[src/rtl/cpu_sequencer.sv]
// rtl/cpu_sequencer.sv - multicycle FETCH/EXEC1/EXEC2 sequencer with halt detection and perf counters
// Optional bus-stall timeout fault: define SEQ_STALL_TIMEOUT_EN.
module cpu_sequencer #(
    parameter int CNT_W         = 32,
    parameter int STALL_TIMEOUT = 1024
) (
    input  logic             clk_i,
    input  logic             rst_ni,
    input  logic             waitrequest_i,
    input  logic             mem_req_i,
    input  logic             busy_i,
    input  logic             jump_zero_i,
    output logic [2:0]       state_o,
    output logic             active_o,
    output logic             delay_slot_o,
    output logic [CNT_W-1:0] cycle_count_o,
    output logic [CNT_W-1:0] instr_count_o,
    output logic             error_o
);

    typedef enum logic [2:0] {
        ST_FETCH = 3'd0,
        ST_EXEC1 = 3'd1,
        ST_EXEC2 = 3'd2,
        ST_HALT  = 3'd3
    } state_t;

    state_t           state_q, state_d;
    logic             delay_slot_q, delay_slot_d;
    logic [CNT_W-1:0] cycle_q, cycle_d;
    logic [CNT_W-1:0] instr_q, instr_d;
    logic             error_q, error_d;
    logic             stall;
    logic             active;

    assign stall  = mem_req_i & waitrequest_i;
    assign active = (state_q != ST_HALT);

`ifdef SEQ_STALL_TIMEOUT_EN
    localparam int TO_W = $clog2(STALL_TIMEOUT + 1);
    logic [TO_W-1:0] stall_cnt_q, stall_cnt_d;
`else
    logic unused_timeout;
    assign unused_timeout = (STALL_TIMEOUT > 0);
`endif

    always_comb begin
        state_d      = state_q;
        delay_slot_d = delay_slot_q;
        cycle_d      = cycle_q;
        instr_d      = instr_q;
        error_d      = error_q;

        if (active) begin
            cycle_d = cycle_q + CNT_W'(1);
        end

        case (state_q)
            ST_FETCH: if (!stall) state_d = ST_EXEC1;
            ST_EXEC1: if (!stall) state_d = ST_EXEC2;
            ST_EXEC2: begin
                if (!stall && !busy_i) begin
                    instr_d = instr_q + CNT_W'(1);
                    // A jump to 0 still runs its delay slot before parking.
                    if (delay_slot_q) begin
                        state_d      = ST_HALT;
                        delay_slot_d = 1'b0;
                    end else begin
                        state_d      = ST_FETCH;
                        delay_slot_d = jump_zero_i;
                    end
                end
            end
            ST_HALT:  state_d = ST_HALT;
            default:  state_d = ST_FETCH;
        endcase

`ifdef SEQ_STALL_TIMEOUT_EN
        stall_cnt_d = (active && stall) ? stall_cnt_q + TO_W'(1) : '0;
        // The STALL_TIMEOUT-th consecutive stall cycle parks the core with a fault.
        if (active && stall && (stall_cnt_q == TO_W'(STALL_TIMEOUT - 1))) begin
            state_d      = ST_HALT;
            error_d      = 1'b1;
            delay_slot_d = 1'b0;
            instr_d      = instr_q;
        end
`endif
    end

    always_ff @(posedge clk_i or negedge rst_ni) begin
        if (!rst_ni) begin
            state_q      <= ST_FETCH;
            delay_slot_q <= 1'b0;
            cycle_q      <= '0;
            instr_q      <= '0;
            error_q      <= 1'b0;
        end else begin
            state_q      <= state_d;
            delay_slot_q <= delay_slot_d;
            cycle_q      <= cycle_d;
            instr_q      <= instr_d;
            error_q      <= error_d;
        end
    end

`ifdef SEQ_STALL_TIMEOUT_EN
    always_ff @(posedge clk_i or negedge rst_ni) begin
        if (!rst_ni) begin
            stall_cnt_q <= '0;
        end else begin
            stall_cnt_q <= stall_cnt_d;
        end
    end
    assign error_o = error_q;
`else
    logic unused_error;
    assign unused_error = error_q;
    assign error_o      = 1'b0;
`endif

    assign state_o       = state_q;
    assign active_o      = active;
    assign delay_slot_o  = delay_slot_q;
    assign cycle_count_o = cycle_q;
    assign instr_count_o = instr_q;

endmodule

[config.mk]
export PLATFORM = sky130hd
export DESIGN_NAME = cpu_sequencer
export DESIGN_NICKNAME = d
export VERILOG_FILES = /design/src/rtl/cpu_sequencer.sv
export SDC_FILE = /design/constraint.sdc
export NUM_CORES = 1
export LEC_CHECK = 0
export BUFFER_PORTS_ARGS = -buffer_cell sky130_fd_sc_hd__buf_2
export CAP_MARGIN = 20
export CORE_MARGIN = 8
export CORE_UTILIZATION = 57
export CTS_CLUSTER_DIAMETER = 150
export CTS_CLUSTER_SIZE = 12
export DETAILED_ROUTE_END_ITERATION = 12
export HOLD_SLACK_MARGIN = 0.1
export PLACE_DENSITY = 0.89
export SYNTH_ARGS = -nofsm -noshare
export SYNTH_HDL_FRONTEND = slang
export SYNTH_SLANG_ARGS = --single-unit
[constraint.sdc]
create_clock -name clk_i -period 4.2 [get_ports clk_i]
set_input_delay 0.21 -clock clk_i [delete_from_list [all_inputs] [get_ports clk_i]]
set_output_delay 0.21 -clock clk_i [all_outputs]
set_load 0.05 [all_outputs]
==> flow_summary.yaml, run 1 <==
status:
  status: "finished, final reports clean"
placed_design:
  gp_congestion: 0.802
  dpl.hpwl_mm: 4.68
  io_buffer_count: 73
  placed_cells: 409
  preCtsSetupSlack_ps: 2260
  dpl_cell_area_um2: 3480
grt:
  gr-total-overflow: 0
  grt_use_total: 0.172
  grt_max_degree: 68
  antenna_found_initial: 0
  grt_pass1_wl_mm: 10.5
  grt_pass1_vias: 2285
drt:
  ant_nets: 0
  drt-total-wl_mm: 6.39
  drc: 0
  wl_per_cell_um: 15.0
  vias: 2296
  avgViaCountPerCell: 5.39
  drtPass1Iterations: 5
  detail_route.iter0.violations: 98
finish:
  layout.cells.non_filler: 426
  antenna-diode-count: 0
  seq_area_um2: 1680
  syn2layout_area_growth_pct: 21.3
  layout_common_cells: "buf_2 (73), dfrtp_1 (67), xnor2_1 (48), nand2_1 (29), nand3_1 (25)"
  final_common_cell: "buf_2"
  n_fill_cell: 383
  layout.nets: 359
  drive_gt1_frac: 0.278
  multi_input_area_um2: 1340
  fin_area_um2: 3700
setup_path:
  reg2reg_to: "instr_count_o[28]"
  rrSetupSlack_ps: 2240
  reg2reg_depth: 6
  endpoint_kind: "flop"
  crit_type: "reg2reg"
  startpoint_type: "flop"
  crit_path_max_fanout: 5
  rr_startpoint: "instr_count_o[0]"
  cp.required_ps: 4430
  arrival_ps: 2190
pwr:
  leakagePower_nw: 1.87
  ir_drop_v: 0.000494
  p_per_area_nw_per_um2: 511
die:
  die_h_um: 89.1
  die_w_um: 89.1
  io_pins: 76
  dieArea_um2: 7950
  rows: 26
  start_util: 0.593
  fp.coreArea_um2: 5140
clocking:
  postCtsHoldBufs: 1
  clockBufferDepth: 2
  htreeDepth: 3
  numCtsBuffers: 9
  cts_tree: "yes"
  cts_root_buf: "clkbuf_8"
  clk-insertion-delay-late_ps: 340
  ctsResizeCount: 0
  post_cts_buffers: 0
  cts.sinks: 67
  path_clk_slew_ps: 70
yosys:
  ys_seq_area_frac: 0.550
  synth_edf_count: 0
  async_flop_share: 1.00
  yosys_warnings: 0
  synth.cell_area_um2: 3050
  synth_cell_types: 34
  syn_avg_cell_area_um2: 11.4
  synthCells: 268
  yosys_most_used_dff: "dfrtp_1"
  ys_seq_elements: 67
timing:
  fin_tns_setup_ps: 0
  rsz0062_at_grt: "false"
  max_freq_ghz: 0.511
  tightest_slew_ps: 800
  min_period_ps: 1960
  slew_headroom: 0.467
  finalSetupViolCount: 0
  fin_skew_ps: 7.03
  finalCritPeriodShare: 0.466
  finalWorstSetupSlack_ps: 2240
  finalHoldViolCount: 0
  finalMaxSlewViolations: 0
worst_hold_path:
  min_delay_worst_endpoint: "delay_slot_o"
  whs_path_depth: 3
  hp-class: "in2reg"
  hold_start: "jump_zero_i"
job:
  max-cap-violations: 0
## worst max-delay path, cell delays in order (launching register included)
cell	delay, ps
dfrtp_1	400
ha_1	220
nand3b_1	90
or4_4	590
nor4_4	310
nand2_1	100
xnor2_1	130
## area by class of cell
cell class	count	area share
Timing Repair Buffer	75	0.103
Clock buffer	15	0.0477
Multi-Input combinational cell	195	0.361
Tap cell	70	0.0237
Sequential cell	67	0.453
Inverter	3	0.00304
Clock inverter	1	0.00812
## worst max-delay path by stage
stage | startpoint | end | slack [ps] | cells past startpoint
final | instr_count_o[0] | instr_count_o[28] | 2240 | 6
after global routing | instr_count_o[8] | instr_count_o[29] | 2100 | 5
after CTS | instr_count_o[0] | instr_count_o[28] | 2250 | 6
after detailed placement | instr_count_o[0] | instr_count_o[28] | 2260 | 6
after global placement | instr_count_o[0] | instr_count_o[28] | 2320 | 6
after floorplan | instr_count_o[0] | instr_count_o[28] | 1920 | 7
## registers in the layout (all words and copies together), names as in the netlist
signal / flops
delay_slot_o: 1
instr_count_o: 32
state_o: 2
cycle_count_o: 32
## cell usage after synthesis (all sizes together) (2+ instances only)
| master | instances | area, µm² |
|---|---|---|
| xnor2 | 48 | 420 |
| nand4 | 19 | 119 |
| inv | 3 | 11.3 |
| buf | 3 | 26.3 |
| dfrtp | 67 | 1680 |
| nor4 | 7 | 86.3 |
| mux2 | 2 | 22.5 |
| nand2 | 29 | 109 |
| ha | 2 | 25.0 |
| and3 | 12 | 76.3 |
| and2 | 2 | 12.5 |
| a21oi | 2 | 10.0 |
| o21ai | 3 | 15.0 |
| nor2 | 14 | 62.6 |
| xor2 | 14 | 130 |
| and4 | 7 | 63.8 |
| nand3 | 25 | 125 |
## kinds of logic (layout without fill, tap and decap cells)
group	count (synthesis)	after routing	synth area share
simple gates	121	121	0.229
flops	67	67	0.550
xor+xnor	62	62	0.181
buf+inv	7	94	0.0135
compound gates	6	6	0.0107
fa+ha+maj	2	2	0.00821
mux	2	2	0.00739
other cells	1	2	0.00123
## power breakdown
part	internal, mW	leakage [nW]	switching (mW)
combinational	0.135	0.865	0.396
clock	0.324	0.104	0.231
sequential	0.715	0.899	0.0891
## through the flow
step / hold WS [ps] / utilization / power, mW
floorplan: -85.6 / - / 1.21
global placement: 436 / 0.678 / 1.34
detailed placement: 439 / 0.678 / 1.35
CTS: 119 / 0.720 / 1.91
global route: 130 / 0.720 / 1.97
finish: 127 / 0.720 / 1.89
## metal layers
metal / global-route usage / vias to the layer above / wire (µm)
met5: 0 / - / 0
met4: 0.0785 / 0 / 119
met3: 0.0524 / 12 / 467
met2: 0.281 / 63 / 3010
met1: 0.205 / 1125 / 2790
li1: - / 1096 / -
Note: power is estimated with default switching activity, not from simulation.
==> run 2, diff against run 1 <==
--- a/config.mk
+++ b/config.mk
@@ -8,12 +8,12 @@
 export BUFFER_PORTS_ARGS = -buffer_cell sky130_fd_sc_hd__buf_2
 export CAP_MARGIN = 20
 export CORE_MARGIN = 8
-export CORE_UTILIZATION = 57
+export CORE_UTILIZATION = 53
 export CTS_CLUSTER_DIAMETER = 150
 export CTS_CLUSTER_SIZE = 12
 export DETAILED_ROUTE_END_ITERATION = 12
 export HOLD_SLACK_MARGIN = 0.1
-export PLACE_DENSITY = 0.89
+export PLACE_DENSITY = 0.84
 export SYNTH_ARGS = -nofsm -noshare
 export SYNTH_HDL_FRONTEND = slang
 export SYNTH_SLANG_ARGS = --single-unit
==> constraint.sdc (replaced) <==
create_clock -name clk_i -period 1.83 [get_ports clk_i]
set_input_delay 0.0915 -clock clk_i [delete_from_list [all_inputs] [get_ports clk_i]]
set_output_delay 0.0915 -clock clk_i [all_outputs]
set_load 0.05 [all_outputs]
==> flow_summary.yaml, run 2 (synthesis gave the netlist of run 1 again) <==
setup_path:
  arrival_ps: 2030
  cp_slowest_stage_delay_ps: 470
  cp.required_ps: 2050
  crit_path_max_fanout: 6
  startpoint_type: "flop"
  crit_type: "reg2reg"
  endpoint_kind: "flop"
  path_common_cell: "nand4_1"
  path_cells: "and3_4 -> nand4_1 -> nor4_4 -> nand4_1 -> xnor2_2"
  cpMaxStageDelayCell: "nor4_4"
clocking:
  cts_root_buf: "clkbuf_8"
  htreeDepth: 3
  numCtsBuffers: 9
  path_clk_slew_ps: 70
  cts_tree: "yes"
  cts.sinks: 67
  clockBufferDepth: 2
  clk-insertion-delay-late_ps: 340
timing:
  min_period_ps: 1810
  max_freq_ghz: 0.552
  finalCritPeriodShare: 0.990
  finalMaxSlewViolations: 0
  fin_skew_ps: 5.72
  finalSetupViolCount: 0
  rsz0062_at_grt: "true"
  finalWorstSetupSlack_ps: 18.8
  finalHoldViolCount: 0
drt:
  drtPass1Iterations: 4
  drt-total-wl_mm: 6.82
  vias: 2354
  ant_nets: 0
  detail_route.iter0.violations: 66
  avgViaCountPerCell: 5.23
  drc: 0
  wl_per_cell_um: 15.1
finish:
  syn2layout_area_growth_pct: 29.7
  antenna-diode-count: 0
  drive_gt1_frac: 0.418
  final_common_cell: "buf_2"
  layout_common_cells: "buf_2 (73), xnor2_1 (47), dfrtp_1 (34), dfrtp_2 (33), nand2_1 (28)"
  layout.nets: 381
placed_design:
  io_buffer_count: 73
  dpl.hpwl_mm: 5.01
  gp_congestion: 0.839
  preCtsSetupSlack_ps: -8.82
pwr:
  leakagePower_nw: 1.97
  total_power_mw: 4.25
  p_per_area_nw_per_um2: 1070
  ir_drop_v: 0.000838
worst_hold_path:
  hp-class: "in2reg"
grt:
  grt_pass1_wl_mm: 11.4
  grt_pass1_vias: 2397
  grt_use_total: 0.164
  grt_max_degree: 68
  antenna_found_initial: 0
  gr-total-overflow: 0
die:
  die_h_um: 91.9
  io_pins: 76
  start_util: 0.550
  die_w_um: 91.9
  fp.coreArea_um2: 5540
  rows: 27
  dieArea_um2: 8440
job:
  max-cap-violations: 0
status:
  status: "finished, final reports clean"
run 2: cell types whose count changed in the layout (fill, tap and decap cells not counted), moves of 2 or more:
cell and change:
dfrtp_1 -33, dfrtp_2 +33, buf_4 +18, clkinv_2 +3, dlygate4sd3_1 +3, nor4_4 +3, clkbuf_8 -2, nor4_2 -2
run 2: power breakdown:
part	total [mW]	internal [mW]	switching [mW]
clock	1.05	0.523	0.526
combinational	1.35	0.402	0.943
sequential	1.85	1.66	0.194
total	4.25	2.59	1.66
run 2: final timing paths:
path                       slack, ps                 to  depth (start not counted)               from
hold / removal                   120         state_o[0]                          4          mem_req_i
min in group asynchronous        300   cycle_count_o[3]                          3             rst_ni
hold reg to reg                  470  cycle_count_o[20]                          1  cycle_count_o[20]
setup reg to reg                  20  cycle_count_o[30]                          5  cycle_count_o[12]
max in group asynchronous       1210  instr_count_o[15]                          3             rst_ni
setup / recovery                  20  cycle_count_o[30]                          5  cycle_count_o[12]
run 2: cell type report:
cell class	instances	area, µm²
Sequential cell	67	1720
Fill cell	403	1590
Multi-Input combinational cell	195	1400
Timing Repair Buffer	97	568
Clock buffer	13	149
Tap cell	72	90.1
Clock inverter	3	15.0
Inverter	3	11.3
run 2: per-layer routing:
layer	track usage	vias to the layer above	routed length (µm)
li1	-	1140	-
met2	0.266	58	3360
met4	0.0779	0	93
met3	0.0522	10	448
met5	0	-	0
met1	0.193	1146	2910
run 2: critical path, delay by kind of cell (launching register included):
family / cells / cell delay, ps
DFF: 1 / 400
xor gates and xnor gates: 1 / 190
and+or+nand+nor: 4 / 1110
run 2: per-stage QoR:
step                      hold WS (ps)  TNS [ps]  std cells   util  instance area (µm²)
final                              122         0        450  0.714                 3950
after global routing               149      -157        450  0.714                 3950
after CTS                          117         0        442  0.699                 3870
after detailed placement           139     -8.82        422  0.662                 3670
after global placement             138         0        422  0.662                 3670
after floorplan                   -204     -1030        269      -                 3140
run 2: repair_timing:
item                                    in CTS  in global routing
hold endpoints to repair                    69                  0
buffers inserted                             0                  8
hold buffers                                 4                  0
endpoints found under the setup margin       1                 18
gates resized for setup                      0                  4
pin swaps                                    2                 12
gates cloned                                 0                  0
